==> src/rtl/lease_table_loader.sv <==
// Streams a lease lookup table image into configuration and table write strobes.
// Optional trailing checksum word checking is enabled with LEASE_LOADER_CHECKSUM_EN.
`ifndef LEASE_LLT_ENTRIES
`define LEASE_LLT_ENTRIES 128
`endif
`ifndef CLOG2
`define CLOG2(x) $clog2(x)
`endif

module lease_table_loader #(
   parameter int N_ENTRIES = `LEASE_LLT_ENTRIES
) (
   input  logic                             clock_i,
   input  logic                             reset_i,
   input  logic                             start_i,
   input  logic [31:0]                      data_i,
   input  logic                             valid_i,
   output logic                             ready_o,
   output logic                             con_wren_o,
   output logic                             llt_wren_o,
   output logic [`CLOG2(N_ENTRIES)+2-1:0]   llt_addr_o,
   output logic [31:0]                      llt_data_o,
   output logic                             busy_o,
   output logic                             done_o,
   output logic                             error_o
);

   localparam int BW_ENTRIES    = `CLOG2(N_ENTRIES);
   localparam int BW_ADDR_SPACE = BW_ENTRIES + 2;

   typedef enum logic [2:0] {
      ST_IDLE, ST_HEADER, ST_CONFIG, ST_TABLE, ST_CHECK, ST_DONE
   } state_t;

   state_t                  state_q, state_d;
   logic [BW_ENTRIES:0]     n_q;
   logic [BW_ENTRIES-1:0]   idx_q;
   logic [1:0]              tsel_q;
   logic                    accept;
   logic                    hdr_bad;
   logic                    last_idx;
   logic                    last_beat;
   logic [15:0]             hdr;

   assign hdr       = data_i[15:0];
   assign hdr_bad   = (hdr == 16'd0) || (32'(hdr) > 32'(N_ENTRIES));
   assign last_idx  = ({1'b0, idx_q} == (n_q - 1'b1));
   assign last_beat = last_idx && (tsel_q == 2'd3);
   assign accept    = ready_o & valid_i;

`ifdef LEASE_LOADER_CHECKSUM_EN
   logic [31:0] sum_q;
   logic        sum_ok;
   assign sum_ok = (data_i == sum_q);
`endif

   always_ff @(posedge clock_i) begin
      if (reset_i) state_q <= ST_IDLE;
      else         state_q <= state_d;
   end

   always_comb begin
      state_d = state_q;
      ready_o = 1'b0;
      busy_o  = 1'b0;
      done_o  = 1'b0;
      case (state_q)
         ST_IDLE: begin
            if (start_i) state_d = ST_HEADER;
         end
         ST_HEADER: begin
            ready_o = 1'b1;
            busy_o  = 1'b1;
            if (valid_i) state_d = hdr_bad ? ST_IDLE : ST_CONFIG;
         end
         ST_CONFIG: begin
            ready_o = 1'b1;
            busy_o  = 1'b1;
            if (valid_i) state_d = ST_TABLE;
         end
         ST_TABLE: begin
            ready_o = 1'b1;
            busy_o  = 1'b1;
`ifdef LEASE_LOADER_CHECKSUM_EN
            if (valid_i && last_beat) state_d = ST_CHECK;
`else
            if (valid_i && last_beat) state_d = ST_DONE;
`endif
         end
`ifdef LEASE_LOADER_CHECKSUM_EN
         ST_CHECK: begin
            ready_o = 1'b1;
            busy_o  = 1'b1;
            if (valid_i) state_d = sum_ok ? ST_DONE : ST_IDLE;
         end
`endif
         ST_DONE: begin
            done_o  = 1'b1;
            state_d = ST_IDLE;
         end
         default: state_d = ST_IDLE;
      endcase
   end

   // Strobes, address and data are registered: each lands one cycle after its beat.
   always_ff @(posedge clock_i) begin
      if (reset_i) begin
         con_wren_o <= 1'b0;
         llt_wren_o <= 1'b0;
         error_o    <= 1'b0;
         llt_addr_o <= '0;
         llt_data_o <= '0;
         n_q        <= '0;
         idx_q      <= '0;
         tsel_q     <= '0;
`ifdef LEASE_LOADER_CHECKSUM_EN
         sum_q      <= '0;
`endif
      end else begin
         con_wren_o <= 1'b0;
         llt_wren_o <= 1'b0;
         error_o    <= 1'b0;
         if (accept) begin
            case (state_q)
               ST_HEADER: begin
                  if (hdr_bad) error_o <= 1'b1;
                  else         n_q     <= hdr[BW_ENTRIES:0];
                  idx_q  <= '0;
                  tsel_q <= '0;
`ifdef LEASE_LOADER_CHECKSUM_EN
                  sum_q  <= '0;
`endif
               end
               ST_CONFIG: begin
                  con_wren_o <= 1'b1;
                  llt_addr_o <= '0;
                  llt_data_o <= data_i;
`ifdef LEASE_LOADER_CHECKSUM_EN
                  sum_q      <= sum_q + data_i;
`endif
               end
               ST_TABLE: begin
                  llt_wren_o <= 1'b1;
                  llt_addr_o <= {tsel_q, idx_q};
                  llt_data_o <= data_i;
`ifdef LEASE_LOADER_CHECKSUM_EN
                  sum_q      <= sum_q + data_i;
`endif
                  if (last_idx) begin
                     idx_q  <= '0;
                     tsel_q <= tsel_q + 2'd1;
                  end else begin
                     idx_q  <= idx_q + 1'b1;
                  end
               end
`ifdef LEASE_LOADER_CHECKSUM_EN
               ST_CHECK: begin
                  if (!sum_ok) error_o <= 1'b1;
               end
`endif
               default: ;
            endcase
         end
      end
   end

endmodule

==> config.mk <==
export PLATFORM = sky130hd
export DESIGN_NAME = lease_table_loader
export DESIGN_NICKNAME = d
export VERILOG_FILES = /design/src/rtl/lease_table_loader.sv
export SDC_FILE = /design/constraint.sdc
export NUM_CORES = 1
export LEC_CHECK = 0
export ABC_AREA = 1
export CAP_MARGIN = 20
export CORE_MARGIN = 5
export CORE_UTILIZATION = 49
export CTS_BUF_LIST = sky130_fd_sc_hd__clkbuf_2 sky130_fd_sc_hd__clkbuf_4 sky130_fd_sc_hd__clkbuf_8
export DETAILED_ROUTE_END_ITERATION = 6
export PLACE_DENSITY = 0.83
export SETUP_SLACK_MARGIN = 0.4
export SYNTH_ARGS = -nofsm -noshare
export SYNTH_HDL_FRONTEND = slang
export SYNTH_SLANG_ARGS = --single-unit
==> constraint.sdc <==
create_clock -name clock_i -period 2.1 [get_ports clock_i]
set_input_delay 0.315 -clock clock_i [delete_from_list [all_inputs] [get_ports clock_i]]
set_output_delay 0.315 -clock clock_i [all_outputs]
set_load 0.01 [all_outputs]
==> qor.yml, run 1 <==
floorplan:
  rows: 28
  die_h_um: 86.6
  die_w_um: 86.6
  start_util_pct: 49.4
  ioPinCount: 83
  core_mm2: 0.00582
  fp.dieArea_mm2: 0.00750
run:
  maxCapViolCount: 0
outcome:
  status: "completed"
logic_synthesis:
  yosys_most_used_dff: "dfxtp_1"
  ys_warn_count: 0
  seq_area_frac_synth_pct: 44.6
  synth_area_mm2: 0.00288
  avgSynthCellArea_um2: 7.03
  syn-num-nets: 448
  synth_cells: 409
  synth.distinct_cells: 29
  ys_ff_latch: 64
  async_flop_share_pct: 0
  synth-edff-count: 0
drt:
  drtPass1Iterations: 4
  wl_mm: 8.15
  num_vias: 2975
  final_antenna_net_count: 0
  drc: 0
  viasPerCell: 5.12
  drtIter0Drc: 193
  wl_per_cell_um: 14.0
grt:
  grtUsageTotal_pct: 21.8
  grt_overflow: 0
  grt_max_degree: 37
  grt_pass1_wl_mm: 12.9
  first_global_vias: 2763
  antenna_found_initial: 0
power:
  finalPower_uw: 3740
  leakagePower_uw: 0.00166
  clkPwrFrac_pct: 29.4
  power.density_mw_per_mm2: 895
  vdd_drop_max_v: 0.000661
  p_seq_share_pct: 38.0
  switching_share_pct: 34.5
  power_switching_uw: 1290
  p_comb_share_pct: 32.6
  internal-power_uw: 2450
worst_setup_path:
  critPathMaxStageDelay_ps: 340
  slowest_stage: "dfxtp_2"
  rr_startpoint: "n_q[1]"
  critPathKind: "flop to flop"
  path_cells: "inv_4, ha_4, inv_2, nand2_1, nand2_1, nand2_1, nor2_1, nand2_1, nor2_2, nand3_2, nand2_4, buf_12, nand3_4, nand2_1, nor2_1"
  crit_path_end_kind: "flop"
  critPathLaunch: "n_q[1]"
  crit_arrival_ps: 2020
  path_max_fanout: 5
  required_ps: 2340
  cp_common_cell: "nand2_1"
  cp-start-kind: "flop"
finish:
  areaGrowthSynthToFinish_pct: 45.3
  drive_gt1_share_pct: 15.8
  num_antenna_cells: 0
  postLayoutCoreUtil_pct: 71.8
  nets: 540
  final_cells: 581
clock_tree:
  root_buffer: "clkbuf_8"
  clk_pin_slew_ps: 80
  clockBufferDepth: 2
  clock-sinks: 64
  htreeDepth: 3
  cts_tree: "yes"
  insertion_delay_ps: 350
  hold_buffers: 0
  cts_made_buffers: 9
timing:
  final.setup.tns_ps: 0
  clock.fmax_mhz: 563
  rsz0062_at_grt: "true"
  slew_headroom_pct: 61.5
  slew_viol_final: 0
  layout_setup_ws_ps: 323
  fin_crit_sh_pct: 84.6
  hold_viol: 0
  fin_skew_ps: 15.4
  worst_slew_pin_slew_ps: 577
  setup_violations: 0
  fin_crit_ps: 1780
placement:
  dp_hpwl_mm: 5.50
  io_buffers: 82
  pre_cts_ws_ps: 68.7
  placed_cells: 556
  gp_congestion: 0.919
worst_hold_path:
  hp-class: "flop to flop"
  worstHoldStart: "llt_data_o[14]"
==> stage by stage <==
step / area [um2] / hold WS [ps]
after detailed placement: 3770 / 453
after global routing: 4180 / 483
after floorplan: 2880 / 445
after CTS: 4090 / 463
after global placement: 3770 / 447
final: 4180 / 462
==> routing by layer <==
layer	up-vias	global-route usage, %	routed length [um]
met3	16	7.22	632
met4	0	9.35	194
li1	1499	-	-
met5	-	0	0
met2	104	37.6	4110
met1	1356	24.5	3210
==> layout by cell type, fill, tap and decap left out, types with 2 or more instances in the layout <==
cell type         n
nand3_1          51
inv_2             6
buf_4            20
nor2_1           44
nand3_4           3
nor3_1            2
a21oi_1          47
clkbuf_8         10
o21ai_0           3
nor2_2           10
nand2_4           3
nand2_2           2
inv_1            24
clkbuf_2          2
nand4_1           3
clkinvlp_4        2
dfxtp_1          59
o21ai_1           2
nand2_1          99
ha_1              2
xor2_1            7
clkdlybuf4s50_1  79
inv_4             3
nand3_2           2
dfxtp_2           5
==> registers in the layout, indices dropped and copies added, names as in the netlist <==
register	cells
con_wren_o	1
error_o	1
idx_q	7
llt_addr_o	9
llt_data_o	32
llt_wren_o	1
n_q	8
state_q	3
tsel_q	2
==> Yosys cell counts (all sizes together), types with 3 or more instances <==
cell type,count,area (um2)
o21ai,5,25.0
nand4,4,40.0
nand2,104,395
dfxtp,64,1280
ha,3,37.5
xor2,7,61.3
buf,8,48.8
inv,33,124
a21oi,48,244
clkbuf,15,66.3
nor3,3,20.0
nor2,54,205
nand3,56,285
==> path summary, 6_finish.rpt <==
kind	slack, ps	to	cells after the start
setup / recovery	320	state_q[0]	15
hold / removal	460	llt_data_o[14]	2
setup reg to reg	320	state_q[0]	15
hold reg to reg	460	llt_data_o[14]	2
==> worst max-delay path: cells and delay by family (launching register included) <==
family / cells / cell delay, ps
buffers and inverters: 3 / 210
flip-flops: 1 / 340
AND/OR/NAND/NOR: 11 / 890
adder cells (fa/ha/maj): 1 / 230
==> repair_timing <==
action | in CTS | in global routing
resized for setup | 20 | 22
endpoints found under the setup margin | 14 | 37
setup buffers | 5 | 4
pin swaps | 12 | 11
==> area by class of cell <==
class	instances	area, um2
Clock buffer	10	138
Clock inverter	6	67.6
Fill cell	457	1640
Inverter	33	131
Multi-Input combinational cell	289	1470
Sequential cell	64	1290
Tap cell	75	93.8
Timing Repair Buffer	104	991
==> cell families after synthesis <==
kind of cell | Yosys count | share of synthesized area, %
AOI/OAI and AO/OA | 54 | 9.66
and+or+nand+nor | 225 | 34.0
buffers and inverters | 56 | 8.31
adders and majority gates | 3 | 1.31
xor gates and xnor gates | 7 | 2.13
DFF | 64 | 44.6
==> power by group through the flow <==
stage / Sequential [uW] / Combinational [uW] / Clock (uW)
final: 1420 / 1220 / 1100
after global routing: 1440 / 1320 / 1180
after CTS: 1420 / 1120 / 1110
after detailed placement: 1440 / 1070 / 0
after global placement: 1430 / 1040 / 0
after floorplan: 1470 / 581 / 0
No activity file was read; power rests on OpenSTA's default activity.
==> run 2: changes to the inputs <==
CORE_UTILIZATION = 44   (was 49)
PLACE_DENSITY = 0.79   (was 0.83)
clock period = 1.6 ns   (was 2.1 ns; I/O delays follow)
==> run 2 against run 1 <==
The flow now finishes with violations (setup timing). Sequential power increased by 34%. Count of clock-buffer cells in the layout up 1. Cell area increased by 14%. Power grew 44%. First-iteration DRC count shrank 27%. Hold slack got worse by 280 ps. Global-route usage down 0.67 points. Non-clock buffer count is 31 higher. Die area up 10%. Routed wire length grew 17%.
==> qor.yml, run 2 (same netlist as run 1, synthesis figures left out) <==
clock_tree:
  htreeDepth: 3  # unchanged
  root_buffer: "clkbuf_8"  # unchanged
  clk_pin_slew_ps: 70  # was 80 ps
  hold_buffers: 0  # unchanged
  clockBufferDepth: 2  # unchanged
  insertion_delay_ps: 340  # was 350 ps
  clock-sinks: 64  # unchanged
  cts_made_buffers: 9  # unchanged
  cts_tree: "yes"  # unchanged
finish:
  mostFrequentLayoutCell: "dfxtp_1"  # was nand2_1
  ff_latch_area_mm2: 0.00129  # about the same
  top_regs: "llt_data_o (32), llt_addr_o (9), n_q (8)"  # unchanged
  postLayoutCellArea_mm2: 0.00474  # was 0.00418 mm2
  fillers: 430  # was 457
  multi_input_area_mm2: 0.00190  # was 0.00147 mm2
  final_cell_mix: "dfxtp_1 (60), nand2_1 (50), nand3_1 (49)"  # was nand2_1 (99), clkdlybuf4s50_1 (79), dfxtp_1 (59)
  areaGrowthSynthToFinish_pct: 64.9  # was 45.3%
  drive_gt1_share_pct: 45.1  # was 15.8%
  largest_reg_flops: 32  # unchanged
  num_antenna_cells: 0  # unchanged
  largest_register: "llt_data_o"  # unchanged
  nets: 572  # was 540
floorplan:
  start_util_pct: 45.3  # was 49.4%
  die_h_um: 90.8  # was 86.6 um
  ioPinCount: 83  # unchanged
  fp.dieArea_mm2: 0.00825  # was 0.00750 mm2
  die_w_um: 90.8  # was 86.6 um
  core_mm2: 0.00635  # was 0.00582 mm2
  rows: 29  # was 28
placement:
  io_buffers: 82  # unchanged
  placed_area_mm2: 0.00397  # was 0.00377 mm2
  gp_congestion: 0.875  # was 0.919
  dp_hpwl_mm: 5.82  # was 5.50 mm
worst_setup_path:
  crit_path_end_kind: "flop"  # unchanged
  critPathMaxStageDelay_ps: 350  # was 340 ps
  path_max_fanout: 3  # was 5
  crit_arrival_ps: 1970  # was 2020 ps
  slowest_stage: "dfxtp_2"  # unchanged
  critical_path_buf_inv_count: 2  # was 3
  critPathKind: "flop to flop"  # unchanged
  cp-start-kind: "flop"  # unchanged
  path_cells: "inv_2, ha_4, nand2_2, nand2_1, nand2_1, nor2_2, nand2_1, nor2_2, nand3_2, buf_4, nor2_1, nand2_1, nor2_1"  # was inv_4, ha_4, inv_2, nand2_1, nand2_1, nand2_1, nor2_1, nand2_1, nor2_2, nand3_2, nand2_4, buf_12, nand3_4, nand2_1, nor2_1
  cp_common_cell: "nand2_1"  # unchanged
  required_ps: 1870  # was 2340 ps
  cp_top_family: "simple AND/OR/NAND/NOR gates"  # unchanged
drt:
  final_antenna_net_count: 0  # unchanged
  drc: 0  # unchanged
  drtIter0Drc: 141  # was 193
  drtPass1Iterations: 5  # was 4
  wl_mm: 9.51  # was 8.15 mm
  viasPerCell: 5.20  # was 5.12
  num_vias: 3190  # was 2975
  wl_per_cell_um: 15.5  # was 14.0 um
power:
  power.density_mw_per_mm2: 1140  # was 895 mW/mm2
  internal-power_uw: 3400  # was 2450 uW
  vdd_drop_max_v: 0.000919  # was 0.000661 V
  p_seq_share_pct: 35.2  # was 38.0%
  leakagePower_uw: 0.00200  # was 0.00166 uW
  power_switching_uw: 2000  # was 1290 uW
  switching_share_pct: 37.0  # was 34.5%
  p_comb_share_pct: 42.8  # was 32.6%
  clkPwrFrac_pct: 22.0  # was 29.4%
grt:
  grt_max_degree: 24  # was 37
  grtUsageTotal_pct: 21.1  # was 21.8%
  grt_pass1_wl_mm: 14.2  # was 12.9 mm
  antenna_found_initial: 0  # unchanged
  first_global_vias: 3159  # was 2763
  grt_overflow: 0  # unchanged
timing:
  fin_crit_sh_pct: 106  # was 84.6%
  worst_slew_pin_slew_ps: 541  # was 577 ps
  slew_viol_final: 0  # unchanged
  rsz0062_at_grt: "true"  # unchanged
  slew_headroom_pct: 63.9  # was 61.5%
  final.setup.tns_ps: -1000  # was 0 ps
  hold_viol: 0  # unchanged
  fin_crit_ps: 1700  # was 1780 ps
  setup_violations: 12  # was 0
  layout_setup_ws_ps: -103  # was 323 ps
  fin_skew_ps: 6.81  # was 15.4 ps
  clock.fmax_mhz: 587  # was 563 MHz
outcome:
  status: "complete, but fails checks"  # was completed
  failed_checks: "setup timing"
worst_hold_path:
  hp-class: "input port to flop"  # was flop to flop
run:
  maxCapViolCount: 0  # unchanged
-- run 2: cell types whose count changed in the layout (fill, tap and decap cells not counted), moves of 6 or more --
| cell | before | now |
|---|---|---|
| nand2_2 | 2 | 22 |
| clkbuf_2 | 2 | 37 |
| nand2_1 | 99 | 50 |
| clkdlybuf4s15_1 | 0 | 15 |
| a21oi_2 | 1 | 28 |
| buf_4 | 20 | 40 |
| nand2_4 | 3 | 31 |
| buf_6 | 1 | 11 |
| clkdlybuf4s50_1 | 79 | 18 |
| a21oi_1 | 47 | 20 |
| nor2_4 | 0 | 6 |
-- run 2: through the flow --
stage               std cells  total power [uW]  hold slack (ps)  worst slack, ps  utilization (%)
finish                    614              5400              178             -103             74.7
CTS                       607              4790              243            -61.8             67.6
global placement          578              3340              446             -319             62.5
global route              614              5650              168             -234             74.7
detailed placement        578              3380              452             -376             62.5
floorplan                 409              2700              356              105                -
-- run 2: worst reg2reg max path: stages (launching register included) --
cell     delay, ps
dfxtp_2        350
inv_2           60
ha_4           280
nand2_2         40
nand2_1         50
nand2_1         60
nor2_2          90
nand2_1         70
nor2_2          90
nand3_2        130
buf_4          170
nor2_1          80
nand2_1         60
nor2_1         100
-- run 2: final cells by class --
type	count	area share, %
Clock buffer	11	2.93
Clock inverter	4	0.475
Inverter	33	2.72
Multi-Input combinational cell	290	40.1
Sequential cell	64	27.2
Tap cell	77	2.03
Timing Repair Buffer	135	24.6
-- run 2: path summary, 6_finish.rpt --
kind	start	cells after the start	endpoint	slack [ps]
worst min register to register	llt_addr_o[8]	2	llt_addr_o[8]	460
worst max register to register	n_q[0]	13	state_q[2]	-100
worst max-delay path	n_q[0]	13	state_q[2]	-100
worst min-delay path	data_i[13]	3	llt_data_o[13]	180
-- run 2: routing by layer --
| metal | part of all wire [%] | track usage (%) | vias up |
|---|---|---|---|
| met1 | 39 | 22.4 | 1501 |
| met3 | 7.5 | 8.75 | 18 |
| met5 | 0 | 0 | - |
| li1 | - | - | 1573 |
| met4 | 1.7 | 8.68 | 0 |
| met2 | 52 | 36.8 | 98 |
-- run 2: power by group through the flow --
stage / registers [uW] / clock network, uW / logic (uW)
detailed placement: 1870 / 0 / 1510
global route: 1920 / 1290 / 2450
finish: 1900 / 1190 / 2310
global placement: 1860 / 0 / 1480
floorplan: 1920 / 0 / 779
CTS: 1840 / 1200 / 1750
-- run 2: timing repair --
action,in CTS,in global routing
setup endpoints to repair,109,108
pin swaps,28,29
gates cloned,5,2
setup buffers,9,5
resized for setup,149,205
==> run 3: changes to the inputs <==
CORE_ASPECT_RATIO = 1.75   (was not set)
GPL_ROUTABILITY_DRIVEN = 0   (was not set)
clock period = 1.51 ns   (was 1.6 ns; I/O delays follow)
==> run 3 against run 2 <==
The run still ends with setup timing left. Sequential share of layout area is 2.9 points lower. Maximum frequency is 7.1% lower. Register-to-register slack worse by 220 ps. Non-clock buffer count is 43 higher. Hold slack better by 51 ps. Clock power is 50% higher. Clock skew is 10 ps higher. Power is 40% higher. Critical endpoint is now state_q[1]. Combinational power is 59% higher. Utilization is 11 points higher.
==> qor.yml, run 3 (same netlist as run 1, synthesis figures left out) <==
clock_tree:
  cts_tree: "yes"  # unchanged
  insertion_delay_ps: 370  # was 340 ps
  clk_pin_slew_ps: 70  # about the same
  clockBufferDepth: 2  # unchanged
  htreeDepth: 3  # unchanged
  clock-sinks: 64  # unchanged
  root_buffer: "clkbuf_8"  # unchanged
  cts_made_buffers: 9  # unchanged
finish:
  nets: 615  # was 572
  largest_reg_flops: 32  # unchanged
  num_antenna_cells: 0  # unchanged
  top_regs: "llt_data_o (32), llt_addr_o (9), n_q (8)"  # unchanged
  postLayoutCellArea_mm2: 0.00554  # was 0.00474 mm2
  final_cell_mix: "buf_4 (67), nand2_1 (50), nand3_1 (42)"  # was dfxtp_1 (60), nand2_1 (50), nand3_1 (49)
  drive_gt1_share_pct: 60.7  # was 45.1%
  fillers: 263  # was 430
  areaGrowthSynthToFinish_pct: 92.8  # was 64.9%
  mostFrequentLayoutCell: "buf_4"  # was dfxtp_1
  largest_register: "llt_data_o"  # unchanged
timing:
  layout_setup_ws_ps: -324  # was -103 ps
  fin_crit_ps: 1830  # was 1700 ps
  setup_violations: 17  # was 12
  fin_skew_ps: 17.2  # was 6.81 ps
  hold_viol: 0  # unchanged
  slew_viol_final: 0  # unchanged
  final.setup.tns_ps: -3000  # was -1000 ps
  slew_headroom_pct: 68.4  # was 63.9%
  rsz0062_at_grt: "true"  # unchanged
  holdWs_ps: 229  # was 178 ps
  fin_crit_sh_pct: 121  # was 106%
  worst_slew_pin_slew_ps: 469  # was 541 ps
  clock.fmax_mhz: 545  # was 587 MHz
grt:
  grt-busiest-layer: "met2"  # unchanged
  use_met2_pct: 60.2  # was 36.8%
  grtUsageTotal_pct: 32.7  # was 21.1%
  grt_util_met3_pct: 6.32  # was 8.75%
  grt_pass1_wl_mm: 20.5  # was 14.2 mm
  first_global_vias: 3828  # was 3159
  grt_overflow: 0  # unchanged
  grt_max_degree: 37  # was 24
  antenna_found_initial: 0  # unchanged
  grtUsageMet1_pct: 32.6  # was 22.4%
drt:
  num_vias: 4066  # was 3190
  wl_mm: 16.9  # was 9.51 mm
  final_antenna_net_count: 0  # unchanged
  drtIter0Drc: 549  # was 141
  viasPerCell: 6.14  # was 5.20
  wl_per_cell_um: 25.6  # was 15.5 um
  drc: 0  # unchanged
  drtPass1Iterations: 5  # unchanged
power:
  power.density_mw_per_mm2: 1360  # was 1140 mW/mm2
  leakagePower_uw: 0.00241  # was 0.00200 uW
  vdd_drop_max_v: 0.000932  # was 0.000919 V
worst_setup_path:
  crit_path_end_kind: "flop"  # unchanged
  path_max_fanout: 8  # was 3
  path_cells: "inv_4, ha_4, nand2_1, nand2_1, nand2_1, nor2_1, nand2_1, nor2_2, nand3_2, nand2_4, nand3b_1, nand2_1, inv_1"  # was inv_2, ha_4, nand2_2, nand2_1, nand2_1, nor2_2, nand2_1, nor2_2, nand3_2, buf_4, nor2_1, nand2_1, nor2_1
  slowest_stage: "dfxtp_2"  # unchanged
  r2r.worst_path.cells: 13  # unchanged
  cp-start-kind: "flop"  # unchanged
  critPathMaxStageDelay_ps: 360  # was 350 ps
  cp_top_family: "simple AND/OR/NAND/NOR gates"  # unchanged
  crit_arrival_ps: 2090  # was 1970 ps
  critPathKind: "flop to flop"  # unchanged
  required_ps: 1760  # was 1870 ps
  r2r_slack_ps: -320  # was -100 ps
  cp_common_cell: "nand2_1"  # unchanged
  critical_path_buf_inv_count: 2  # unchanged
  path_depth: 13  # unchanged
floorplan:
  start_util_pct: 44.6  # was 45.3%
  rows: 39  # was 29
  core_mm2: 0.00644  # was 0.00635 mm2
  ioPinCount: 83  # unchanged
  fp.dieArea_mm2: 0.00831  # was 0.00825 mm2
  die_w_um: 71.1  # was 90.8 um
  die_h_um: 117  # was 90.8 um
placement:
  placed_area_mm2: 0.00411  # was 0.00397 mm2
  dp_hpwl_mm: 6.17  # was 5.82 mm
  io_buffers: 82  # unchanged
run:
  maxCapViolCount: 0  # unchanged
worst_hold_path:
  hp-class: "input port to flop"  # unchanged
  min_path_cells: 4  # was 3
outcome:
  status: "complete, but fails checks"  # unchanged
  failed_checks: "setup timing"  # unchanged
## run 3: worst reg2reg max path: cells and delay by family, from the launching register on
kind / cells / cell delay (ps)
fa+ha+maj: 1 / 260
simple gates: 10 / 980
buf+inv: 2 / 120
flops: 1 / 360
## run 3: through the flow
step	utilization, %	total power, uW	worst slack (ps)	instances
2_1_floorplan	-	2980	14.7	409
3_3_place_gp	63.8	3610	-411	595
3_5_place_dp	63.8	3650	-515	595
4_1_cts	81.0	6710	-110	648
5_1_grt	86.1	7680	-463	662
6_report	86.1	7540	-324	662
## run 3: path summary, 6_finish.rpt
| kind | start | end |
|---|---|---|
| worst max-delay path | n_q[0] | state_q[1] |
| worst max register to register | n_q[0] | state_q[1] |
| worst min-delay path | data_i[3] | n_q[3] |
| worst min register to register | llt_data_o[8] | llt_data_o[8] |
## run 3: area by class of cell
type                            count  area (um2)  area share, %
Clock buffer                       12         159           2.87
Clock inverter                      3        65.1           1.17
Inverter                           33         143           2.57
Multi-Input combinational cell    290        2050           37.0
Sequential cell                    64        1350           24.3
Tap cell                           82         103           1.85
Timing Repair Buffer              178        1680           30.3
## run 3: power breakdown
| part | internal [uW] | switching (uW) | leakage, uW |
|---|---|---|---|
| Clock | 1030 | 760 | 0.000116 |
| Combinational | 1790 | 1890 | 0.00176 |
| Sequential | 1880 | 189 | 0.000540 |
| Total | 4700 | 2840 | 0.00241 |
## run 3: what timing repair did
| action | 4_1_cts | 5_1_grt |
|---|---|---|
| resized for setup | 428 | 72 |
| hold buffers | 0 | 0 |
| buffers inserted | 28 | 14 |
| pin swaps | 44 | 41 |
| setup endpoints to repair | 109 | 90 |
| gates cloned | 10 | 0 |
## run 3: layer usage
layer / vias to the layer above / part of all wire, %
met3: 137 / 8.2
li1: 1661 / -
met2: 354 / 50
met4: 0 / 8.6
met5: - / 0
met1: 1914 / 33
